`src/rtl/vga_if.sv`:
```
// ---------------------------------------------------------------------------
// vga_if -- timing bundle produced by vga_timing and consumed by draw_bg.
//
// Signals
//   hcount[10:0]  pixel index within the current line
//   vcount[10:0]  line index within the current frame
//   hsync         horizontal sync pulse, active-high
//   vsync         vertical sync pulse, active-high
//   hblnk         1 while hcount is outside the visible region
//   vblnk         1 while vcount is outside the visible region
//   rgb[11:0]     pixel colour (black from the timing generator)
//
// Modports
//   out / master  driver side (vga_timing)
//   in  / slave   receiver side (draw_bg)
// ---------------------------------------------------------------------------
interface vga_if;
    logic [10:0] hcount;
    logic [10:0] vcount;
    logic        hsync;
    logic        vsync;
    logic        hblnk;
    logic        vblnk;
    logic [11:0] rgb;

    modport out (
        output hcount, vcount, hsync, vsync, hblnk, vblnk, rgb
    );

    modport in (
        input  hcount, vcount, hsync, vsync, hblnk, vblnk, rgb
    );

    // Generic names for the same two directions.
    modport master (
        output hcount, vcount, hsync, vsync, hblnk, vblnk, rgb
    );

    modport slave (
        input  hcount, vcount, hsync, vsync, hblnk, vblnk, rgb
    );
endinterface : vga_if

```
`src/rtl/vga_timing.sv`:
```
// ---------------------------------------------------------------------------
// vga_timing -- free-running VGA raster timing generator.
//
// Produces horizontal/vertical pixel counters plus sync and blanking flags
// for a display whose geometry is set by the H_* / V_* parameters. The
// default geometry is 800x600 (1056 x 628 total). Every output is a flop;
// flags are decoded from the counters' next values so that a flag always
// changes on the same edge as the counter value it describes.
//
// Ports
//   clk          in   pixel clock, rising-edge active
//   rst          in   asynchronous, active-high reset
//   out          vga_if.out  hcount, vcount, hsync, vsync, hblnk, vblnk, rgb
//   frame_start  out  one-cycle strobe coincident with (0,0) reached by
//                     wrap-around; only present when the macro
//                     VGA_TIMING_FRAME_PULSE_EN is defined
//
// Optional feature
//   VGA_TIMING_FRAME_PULSE_EN  adds the frame_start port and its flop.
// ---------------------------------------------------------------------------
module vga_timing #(
    parameter int H_ACTIVE = 800,
    parameter int H_FP     = 40,
    parameter int H_SYNC   = 128,
    parameter int H_BP     = 88,
    parameter int V_ACTIVE = 600,
    parameter int V_FP     = 1,
    parameter int V_SYNC   = 4,
    parameter int V_BP     = 23
) (
    input  logic clk,
    input  logic rst,
    vga_if.out   out
`ifdef VGA_TIMING_FRAME_PULSE_EN
    ,
    output logic frame_start
`endif
);

    // -----------------------------------------------------------------------
    // Geometry
    // -----------------------------------------------------------------------
    localparam int H_TOTAL = H_ACTIVE + H_FP + H_SYNC + H_BP;
    localparam int V_TOTAL = V_ACTIVE + V_FP + V_SYNC + V_BP;
    localparam int CNT_MAX = 2047;

    localparam logic [10:0] H_LAST     = 11'(H_TOTAL - 1);
    localparam logic [10:0] V_LAST     = 11'(V_TOTAL - 1);
    localparam logic [10:0] H_VIS_END  = 11'(H_ACTIVE);
    localparam logic [10:0] V_VIS_END  = 11'(V_ACTIVE);
    localparam logic [10:0] H_SYNC_BEG = 11'(H_ACTIVE + H_FP);
    localparam logic [10:0] H_SYNC_END = 11'(H_ACTIVE + H_FP + H_SYNC);
    localparam logic [10:0] V_SYNC_BEG = 11'(V_ACTIVE + V_FP);
    localparam logic [10:0] V_SYNC_END = 11'(V_ACTIVE + V_FP + V_SYNC);

    // The counters are 11 bits; any geometry that does not fit is rejected
    // while the design is being elaborated rather than silently wrapping.
    if (H_TOTAL > CNT_MAX) begin : g_h_total_chk
        $error("vga_timing: horizontal total %0d exceeds %0d", H_TOTAL, CNT_MAX);
    end
    if (V_TOTAL > CNT_MAX) begin : g_v_total_chk
        $error("vga_timing: vertical total %0d exceeds %0d", V_TOTAL, CNT_MAX);
    end
    if (H_ACTIVE < 1 || V_ACTIVE < 1) begin : g_active_chk
        $error("vga_timing: active region must be at least one pixel/line");
    end

    // -----------------------------------------------------------------------
    // State
    // -----------------------------------------------------------------------
    logic [10:0] h_cnt;
    logic [10:0] v_cnt;
    logic        hsync_q;
    logic        vsync_q;
    logic        hblnk_q;
    logic        vblnk_q;

    // Next-state counter values and wrap conditions.
    logic [10:0] h_nxt;
    logic [10:0] v_nxt;
    logic        h_wrap;
    logic        v_wrap;

    // NOTE: every signal assigned in always_comb gets a value before any
    // conditional assignment, so no path leaves it holding state (no latch).
    always_comb begin
        h_wrap = (h_cnt == H_LAST);
        v_wrap = (v_cnt == V_LAST);
        h_nxt  = h_wrap ? 11'd0 : h_cnt + 11'd1;
        v_nxt  = v_cnt;
        // The line counter only moves on the edge where the pixel counter
        // wraps; both return to zero together at the end of a frame.
        if (h_wrap) begin
            v_nxt = v_wrap ? 11'd0 : v_cnt + 11'd1;
        end
    end

    // NOTE: sequential state is updated with non-blocking assignments so all
    // flops sample their inputs from the same pre-edge values.
    always_ff @(posedge clk or posedge rst) begin
        if (rst) begin
            h_cnt   <= '0;
            v_cnt   <= '0;
            hsync_q <= 1'b0;
            vsync_q <= 1'b0;
            hblnk_q <= 1'b0;
            vblnk_q <= 1'b0;
        end else begin
            h_cnt   <= h_nxt;
            v_cnt   <= v_nxt;
            // Flags decode the values the counters are about to take, so
            // the registered flag lines up with the registered count.
            hblnk_q <= (h_nxt >= H_VIS_END);
            vblnk_q <= (v_nxt >= V_VIS_END);
            hsync_q <= (h_nxt >= H_SYNC_BEG) && (h_nxt < H_SYNC_END);
            vsync_q <= (v_nxt >= V_SYNC_BEG) && (v_nxt < V_SYNC_END);
        end
    end

`ifdef VGA_TIMING_FRAME_PULSE_EN
    // Set only when both counters wrap on this edge. The post-reset (0,0)
    // state is not a wrap, so the strobe stays low there.
    always_ff @(posedge clk or posedge rst) begin
        if (rst) begin
            frame_start <= 1'b0;
        end else begin
            frame_start <= h_wrap && v_wrap;
        end
    end
`endif

    // -----------------------------------------------------------------------
    // Outputs
    // -----------------------------------------------------------------------
    assign out.hcount = h_cnt;
    assign out.vcount = v_cnt;
    assign out.hsync  = hsync_q;
    assign out.vsync  = vsync_q;
    assign out.hblnk  = hblnk_q;
    assign out.vblnk  = vblnk_q;
    // The timing generator never draws; the background stage fills colour.
    assign out.rgb    = 12'h000;

endmodule : vga_timing
```
`src/flat_wrapper.sv`:
```
// flat-port wrapper written by rule: the top's interface ports become plain ports
module vga_timing_flat 
#(
    parameter int H_ACTIVE = 800,
    parameter int H_FP     = 40,
    parameter int H_SYNC   = 128,
    parameter int H_BP     = 88,
    parameter int V_ACTIVE = 600,
    parameter int V_FP     = 1,
    parameter int V_SYNC   = 4,
    parameter int V_BP     = 23
)
  (clk, rst, out_hcount, out_vcount, out_hsync, out_vsync, out_hblnk, out_vblnk, out_rgb);
  vga_if out_i ();
  input  logic clk;
  input  logic rst;
  output wire logic [$bits(out_i.hcount)-1:0] out_hcount;
  output wire logic [$bits(out_i.vcount)-1:0] out_vcount;
  output wire logic [$bits(out_i.hsync)-1:0] out_hsync;
  output wire logic [$bits(out_i.vsync)-1:0] out_vsync;
  output wire logic [$bits(out_i.hblnk)-1:0] out_hblnk;
  output wire logic [$bits(out_i.vblnk)-1:0] out_vblnk;
  output wire logic [$bits(out_i.rgb)-1:0] out_rgb;
  assign out_hcount = out_i.hcount;
  assign out_vcount = out_i.vcount;
  assign out_hsync = out_i.hsync;
  assign out_vsync = out_i.vsync;
  assign out_hblnk = out_i.hblnk;
  assign out_vblnk = out_i.vblnk;
  assign out_rgb = out_i.rgb;
  vga_timing #(.H_ACTIVE(H_ACTIVE), .H_FP(H_FP), .H_SYNC(H_SYNC), .H_BP(H_BP), .V_ACTIVE(V_ACTIVE), .V_FP(V_FP), .V_SYNC(V_SYNC), .V_BP(V_BP)) u_core (.clk(clk), .rst(rst), .out(out_i));
endmodule
```
`config.mk`:
```
export PLATFORM = sky130hd
export DESIGN_NAME = vga_timing_flat
export DESIGN_NICKNAME = d
export VERILOG_FILES = /design/src/rtl/vga_if.sv /design/src/rtl/vga_timing.sv /design/src/flat_wrapper.sv
export SDC_FILE = /design/constraint.sdc
export NUM_CORES = 1
export LEC_CHECK = 0
export CORE_MARGIN = 2
export CORE_UTILIZATION = 40
export DETAILED_ROUTE_END_ITERATION = 8
export HOLD_SLACK_MARGIN = 0.03
export PLACE_DENSITY = 0.8
export SETUP_SLACK_MARGIN = 0.1
export SYNTH_ARGS = -nofsm -noshare
export SYNTH_HDL_FRONTEND = slang
export SYNTH_SLANG_ARGS = --single-unit
```
`constraint.sdc`:
```
create_clock -name clk -period 2.74 [get_ports clk]
set_clock_uncertainty 0.05 [all_clocks]
set_input_delay 0.548 -clock clk [delete_from_list [all_inputs] [get_ports clk]]
set_output_delay 0.548 -clock clk [all_outputs]
set_load 0.01 [all_outputs]
```
; ---- Word-level counts from Yosys, hierarchy flattened
; Index checks and enable logic that the tools add are counted.
[word_totals]
word_cells = 21
regBits = 26
out_inout_bits = 38
[classes]
mux = 3
reduce_logical = 2
n_addsub = 2
n_eq_ne = 2
n_lt_le_gt_ge = 6
[ops]
columns = op, count
row1 = 11-bit by 10-bit >= comparator with 1-bit output (second input constant), 4
row2 = 11-bit 2-to-1 mux, 3
row3 = 11-bit by 1-bit adder with 11-bit output (second input constant), 2
row4 = 11-bit by 10-bit < comparator with 1-bit output (second input constant), 2
row5 = 11-bit by 10-bit equality test with 1-bit output (second input constant), 1
row6 = 11-bit equality test (second input constant), 1
row7 = 1-bit logical AND, 2

; ---- Logic depth before layout (Yosys ltp)
; Gate-level depths: netlist of run 1.
[logic_depth]
ltp_word = 5
depth_mapped = 8
mapped_depth_nobuf = 7

; ---- Least setup slack after synthesis of run 1
; No wires, ideal clock.
[synth_path]
path_type = reg-to-reg
startpoint = reg u_core.h_cnt[5] (netlist: u_core.out.hcount[5])
endpoint = reg u_core.vblnk_q (netlist: u_core.out.vblnk)
arrival_time_ns = 2.248
t_required_ns = 2.559
path_buffers = 2
setup_slack_ns = 0.312
synth_period_minus_slack_ns = 2.428
path_stages_with_launch = 9
path_cell_list = dfrtp_1 -> buf_6 -> or4b_4 -> or4_4 -> buf_6 -> o31ai_4 -> o31ai_2 -> a31oi_1 -> o21ai_1
[synth_via]
elab_chain_cells = 3
[synth_lines]
columns = item, line
row1 = start: declaration, vga_timing.sv:71  ; logic [10:0] h_cnt;
row2 = start signal: assignment, vga_timing.sv:109  ; h_cnt <= h_nxt;
row3 = 11-bit equality test, vga_timing.sv:87  ; h_wrap = (h_cnt == H_LAST);
row4 = 11-bit 2-to-1 mux, vga_timing.sv:93  ; if (h_wrap) begin
row5 = net u_core.v_nxt[6], vga_timing.sv:80  ; logic [10:0] v_nxt;
row6 = 11-bit by 10-bit >= comparator with 1-bit output, vga_timing.sv:114  ; vblnk_q <= (v_nxt >= V_VIS_END);
row7 = end signal: assignment, vga_timing.sv:114
row8 = end: declaration, vga_timing.sv:76  ; logic vblnk_q;
; The timed path passes the listed nets, and every way through them passes these cells.

; ---- Final worst setup path of run 1
[layout_path]
startpoint = reg u_core.h_cnt[6] (netlist: u_core.out.hcount[6])
endpoint = reg u_core.vblnk_q (netlist: u_core.out.vblnk)
; The elaborated chain is that of the path after synthesis.

==> results of run 1 <==
[metal layers]
layer,track usage (%),wire [um],vias up
met5,0,0,-
met4,7.65,64,0
met3,1.87,132,5
met2,24.0,1540,33
met1,19.5,1360,571
li1,-,-,590
[cell usage in the layout, fill, tap and decap left out, drive strengths merged, types with 2 or more instances in the layout]
master	Yosys	routed
nor2	9	9
o31ai	4	4
xor2	10	10
a31oi	4	4
nand2	11	11
dfrtp	26	26
and3	5	5
nor3	4	4
buf	17	7
a211oi	2	2
o21ai	7	7
and4	3	3
clkbuf	1	3
inv	6	6
nand4	3	3
and2	3	3
nand3	10	10
xnor2	7	7
nor4	2	2
ha	2	2
clkdlybuf4s50	0	27
conb	1	12
[power by group]
part	switching [W]	internal [W]	total [W]
Combinational	0.0000147	0.00000228	0.0000170
Sequential	0	0.000383	0.000383
Clock	0.000119	0.000195	0.000314
[through the flow]
stage	setup WS (ns)	instances	total power, W
final	0.353	233	0.000714
after global routing	0.185	233	0.000751
after CTS	0.211	230	0.000725
after detailed placement	0.233	226	0.000408
after global placement	0.245	226	0.000408
after floorplan	0.312	166	0.000417
[kinds of logic after synthesis]
kind of cell / count (synthesis) / share of synthesized area (%)
AO/OA/AOI/OAI: 28 / 13.6
other: 1 / 0.242
XOR/XNOR: 17 / 9.60
multiplexers: 1 / 0.726
flip-flops: 26 / 42.0
AND/OR/NAND/NOR: 55 / 20.7
adder cells (fa/ha/maj): 2 / 1.61
buffers and inverters: 25 / 11.5
[sequential cells by signal, summed over array words and instances (netlist names)]
name and count:
u_core.out.hsync 1, u_core.out.vblnk 1, u_core.out.vsync 1, u_core.out.vcount 11, u_core.out.hblnk 1, u_core.out.hcount 11
[worst max-delay path, delay by kind of cell, from the launching register on]
family	cells	cell delay (ns)
AND/OR/NAND/NOR	2	1.15
flip-flops	1	0.44
AO/OA/AOI/OAI	4	0.63
[path summary, 6_finish.rpt]
kind	start	end	slack (ns)
setup / recovery	u_core.out.hcount[6]	u_core.out.vblnk	0.35
hold / removal	u_core.out.hcount[0]	u_core.out.hcount[0]	0.48
setup reg to reg	u_core.out.hcount[6]	u_core.out.vblnk	0.35
hold reg to reg	u_core.out.hcount[0]	u_core.out.hcount[0]	0.48
max in group asynchronous	rst	u_core.out.hsync	1.83
min in group asynchronous	rst	u_core.out.vcount[0]	0.57
[final cells by class]
cell class / count / area [um^2] / share of cell area [%]
Inverter: 6 / 22.5 / 1.19
Clock buffer: 3 / 41.3 / 2.19
Timing Repair Buffer: 34 / 323 / 17.1
Sequential cell: 26 / 651 / 34.4
Tap cell: 48 / 60.1 / 3.18
Multi-Input combinational cell: 115 / 762 / 40.3
Clock inverter: 1 / 30.0 / 1.59
[what timing repair did]
action	CTS	global route
setup buffers	0	3
gates resized for setup	0	0
setup endpoints to repair	0	1
==> out/qor.csv, run 1 <==
stage;metric;value;unit
synthesis;synth_cell_type_count;47;
placed_design;finalWeightedCongestion;0.887;
worst_setup_path;path_cells;or4b_4, or4_4, o31ai_4, o31ai_2, a31oi_1, o21ai_1;
timing;whs;0.478;ns
worst_setup_path;critPathLaunchType;flip-flop;
timing;fmax;419;MHz
synthesis;synth_common_cells;26 x dfrtp_1, 14 x buf_4, 11 x nand2_1;
clock_tree;insertion_delay;0.27;ns
worst_setup_path;slowest_stage;or4_4;
placed_design;io_buffers;27;
clock_tree;cts.sinks;26;
clock_tree;path_clk_slew;0.09;ns
timing;maxSlewViolCount;0;
floorplan;core;3690;um^2
cells_and_area;fin_util;51.2;%
floorplan;rows;22;
cells_and_area;nets;190;
clock_tree;htree_levels;1;
worst_setup_path;criticalPathCategory;reg2reg;
route;antenna_left;0;
cells_and_area;drive_above_1_share;11.9;%
hold_path;holdCritPathClass;reg2reg;
global_route;gr-total-overflow;0;
global_route;grt_first_pass_wirelength;4970;um
global_route;grt_pass1_vias;1080;
global_route;grtUsageTotal;14.9;%
route;drc;0;
cells_and_area;area_growth;21.9;%
worst_setup_path;arrival;2.48;ns
floorplan;die-height;66.3;um
power_and_ir_drop;irDropWorstVdd;205;uV
clock_tree;hold_buffers;0;
flow_run;cap_viol_max_count;0;
clock_tree;cts_buffer_depth;2;
floorplan;die_w;66.3;um
timing;fin_crit_sh;87.1;%
clock_tree;cts-root-buf;clkbuf_8;
clock_tree;cts_buffers;3;
timing;final.min_clock_period;2.39;ns
synthesis;yosysMostFrequentCell;dfrtp_1;
route;dr.first_iter.drc_count;41;
worst_setup_path;end_kind;flip-flop;
status;status;complete, no violations;
worst_setup_path;r2r_cells;6;
power_and_ir_drop;p_leak;0.830;nW
timing;finalHoldViolCount;0;
clock_tree;cts_tree;done;
synthesis;synth_edf_count;0;
floorplan;start_util;42.0;%
route;wl;3090;um
placed_design;dp_hpwl;2300;um
global_route;grt_max_degree;27;
synthesis;synth_area_leaders;dfrtp_1 42%, buf_4 6.8%, xor2_1 5.6%, xnor2_1 4.0%, nand3_1 3.2%;
timing;rsz0062_at_grt;false;
route;vias;1199;
cells_and_area;fill_cells;359;
timing;setup_viol;0;
route;drt-pass1-iter-count;4;
power_and_ir_drop;power.density;378;nW/um^2
worst_setup_path;crit_required;2.83;ns
cells_and_area;antenna_cells;0;
synthesis;yosysTopAreaCell;dfrtp_1;
synthesis;yosysSeqAreaShare;42.0;%
worst_setup_path;critPathMaxFanout;9;
synthesis;ys_ff_latch;26;
synthesis;netlist_instances;155;
timing;setup_tns;0;ns
synthesis;ys.flop_type;dfrtp_1;
placed_design;place_area;1800;um^2
synthesis;netlist_area;1550;um^2
hold_path;holdPathStages;1;
synthesis;yosysTopAreaCellShare;42.0;%
synthesis;syn_avg_cell_area;10.0;um^2
floorplan;io_pins;40;
worst_setup_path;critPathMaxStageDelay;0.58;ns
synthesis;ys_warn_count;0;
floorplan;die-area;4390;um^2
route;vias_per_cell;5.15;
global_route;antenna_found_initial;0;
cells_and_area;stdcell_area;1890;um^2
route;drt-wirelength-per-cell;13.3;um
synthesis;async_flop_share;100;%
No activity file was read; power rests on OpenSTA's default activity.
==> inputs of run 2 (changes only) <==
--- a/constraint.sdc
+++ b/constraint.sdc
@@ -4,2 +4,2 @@
 set_output_delay 0.548 -clock clk [all_outputs]
-set_load 0.01 [all_outputs]
+set_load 0.1 [all_outputs]
==> run 2 against run 1 <==
  * Maximum frequency fell by 3.3%
  * First-iteration DRC count rose by 49%
  * Critical path depth up 1
  * Highest routed layer unchanged
  * Global-route usage increased by 0.72 points
  * Clock-buffer cell count stayed put
  * Cell count fell by 0.43%
  * Setup slack lost 0.082 ns
  * Wire length increased by 1.8%
  * Largest cell class unchanged
==> out/qor.csv, run 2 (same netlist as run 1, synthesis figures left out) <==
stage;metric;value;unit;change
timing;finalHoldViolCount;0;;unchanged
cells_and_area;area_growth;18.4;%;was 21.9%
power_and_ir_drop;p_int;0.000582;W;was 0.000581 W
global_route;grt_max_degree;20;;was 27
power_and_ir_drop;p_leak;0.862;nW;was 0.830 nW
timing;setup_viol;0;;unchanged
power_and_ir_drop;pwr-share-seq;48.6;%;was 53.7%
floorplan;start_util;42.0;%;unchanged
cells_and_area;fill_cells;354;;was 359
route;antenna_left;0;;unchanged
floorplan;io_pins;40;;unchanged
timing;tightest_slew;0.728;ns;
clock_tree;post-cts-setup-buffer-count;0;;unchanged
clock_tree;htree_levels;1;;unchanged
clock_tree;cts_buffers;3;;unchanged
clock_tree;cts-root-buf;clkbuf_8;;unchanged
global_route;grt_pass1_vias;1111;;was 1080
placed_design;io_buffers;27;;unchanged
timing;fin_ws;0.270;ns;was 0.353 ns
power_and_ir_drop;power_frac_comb;10.4;%;was 2.4%
worst_setup_path;end_kind;flip-flop;;unchanged
cells_and_area;stdcell_area;1840;um^2;was 1890 um^2
flow_run;cap_viol_max_count;0;;unchanged
hold_path;holdCritPathClass;reg2reg;;unchanged
route;vias;1210;;was 1199
placed_design;place_area;1750;um^2;was 1800 um^2
worst_setup_path;crit_required;2.85;ns;was 2.83 ns
worst_setup_path;arrival;2.58;ns;was 2.48 ns
floorplan;die-area;4390;um^2;unchanged
placed_design;dp_hpwl;2310;um;was 2300 um
timing;final.min_clock_period;2.47;ns;was 2.39 ns
power_and_ir_drop;irDropWorstVdd;192;uV;was 205 uV
power_and_ir_drop;clkPwrFrac;41.0;%;was 44.0%
timing;setup_tns;0;ns;unchanged
timing;whs;0.481;ns;was 0.478 ns
clock_tree;hold_buffers;0;;unchanged
placed_design;pre_cts_slack;0.239;ns;was 0.233 ns
power_and_ir_drop;switchingPower;0.000207;W;was 0.000133 W
cells_and_area;nets;189;;was 190
clock_tree;cts.sinks;26;;unchanged
worst_setup_path;reg2reg_slack;0.27;ns;was 0.35 ns
timing;maxSlewViolCount;0;;unchanged
clock_tree;cts_tree;done;;unchanged
global_route;gr-total-overflow;0;;unchanged
clock_tree;ctsResizeCount;0;;unchanged
route;drc;0;;unchanged
worst_setup_path;criticalPathCategory;reg2reg;;unchanged
timing;fin_crit_sh;90.1;%;was 87.1%
global_route;grt_first_pass_wirelength;5230;um;was 4970 um
cells_and_area;multi_input_area;762;um^2;unchanged
hold_path;holdCritStartpoint;u_core.out.hcount[0];;unchanged
global_route;antenna_found_initial;0;;unchanged
global_route;grtUsageTotal;15.6;%;was 14.9%
floorplan;die-height;66.3;um;unchanged
worst_setup_path;critPathMaxFanout;9;;unchanged
clock_tree;insertion_delay;0.27;ns;about the same
timing;rsz0062_at_grt;false;;unchanged
power_and_ir_drop;p_sw_share;26.2;%;was 18.7%
cells_and_area;final_cell_mix;32 x buf_4, 17 x dfrtp_1, 12 x conb_1, 11 x nand2_1;;was 27 x clkdlybuf4s50_1, 26 x dfrtp_1, 12 x conb_1, 11 x nand2_1
placed_design;finalWeightedCongestion;0.876;;was 0.887
timing;fmax;405;MHz;was 419 MHz
worst_setup_path;critPathLaunchType;flip-flop;;unchanged
floorplan;core;3690;um^2;unchanged
floorplan;die_w;66.3;um;unchanged
power_and_ir_drop;power.density;430;nW/um^2;was 378 nW/um^2
cells_and_area;regArea;669;um^2;was 651 um^2
route;wl;3150;um;was 3090 um
floorplan;rows;22;;unchanged
worst_setup_path;critPathLaunch;u_core.out.hcount[0];;was u_core.out.hcount[6]
cells_and_area;drive_above_1_share;30.4;%;was 11.9%
clock_tree;path_clk_slew;0.09;ns;about the same
timing;maxSlewHeadroom;51.4;%;
clock_tree;cts_buffer_depth;2;;unchanged
worst_setup_path;r2r_start;u_core.out.hcount[0];;was u_core.out.hcount[6]
status;status;complete, no violations;;unchanged
cells_and_area;antenna_cells;0;;unchanged
route;vias_per_cell;5.22;;was 5.15
route;drt-wirelength-per-cell;13.6;um;was 13.3 um
cells_and_area;layout_commonest_cell;buf_4;;was clkdlybuf4s50_1
route;drt-pass1-iter-count;4;;unchanged
route;dr.first_iter.drc_count;61;;was 41
[run 2: cell count changes in the layout (fill, tap and decap cells not counted)]
cell and delta:
buf_4 +25, clkdlybuf4s50_1 -26, dfrtp_1 -9, dfrtp_2 +6, dfrtp_4 +3
[run 2: stage by stage]
stage	util (%)	instances	power [W]
after floorplan	-	166	0.000481
after global placement	47.4	226	0.000473
after detailed placement	47.4	226	0.000474
after CTS	49.4	230	0.000793
after global routing	49.8	232	0.000813
final	49.8	232	0.000789
[run 2: worst max-delay path: stages (launching register included)]
cell and delay, ns:
dfrtp_4 0.45, ha_1 0.21, nand4_1 0.30, or4_4 0.66, o21ai_0 0.21, a41oi_1 0.15, a31oi_1 0.24, o21ai_1 0.09
[run 2: per-layer routing]
metal  global-route usage (%)  routed length, um  vias to the layer above
li1                         -                  -                      586
met2                     24.6               1550                       36
met3                     1.36                144                        4
met5                        0                  0                        -
met1                     21.1               1390                      584
met4                     8.42                 69                        0
[run 2: power by group through the flow]
stage                     Clock, W  Combinational (W)  Sequential, W
after floorplan                  0          0.0000901       0.000391
after CTS                 0.000328          0.0000824       0.000383
after global placement           0          0.0000823       0.000391
after global routing      0.000345          0.0000851       0.000383
final                     0.000323          0.0000821       0.000383
after detailed placement         0          0.0000825       0.000391
[run 2: final cells by class]
class                           count  area share, %
Multi-Input combinational cell    115           41.5
Sequential cell                    26           36.5
Timing Repair Buffer               33           13.6
Tap cell                           48           3.27
Clock buffer                        3           2.25
Clock inverter                      1           1.64
Inverter                            6           1.23
[run 2: final timing paths]
path,cells after the start,to
min in group asynchronous,2,u_core.out.hcount[1]
worst max-delay path,7,u_core.out.vblnk
worst max register to register,7,u_core.out.vblnk
worst min register to register,1,u_core.out.hcount[0]
max in group asynchronous,3,u_core.out.hcount[8]
worst min-delay path,1,u_core.out.hcount[0]
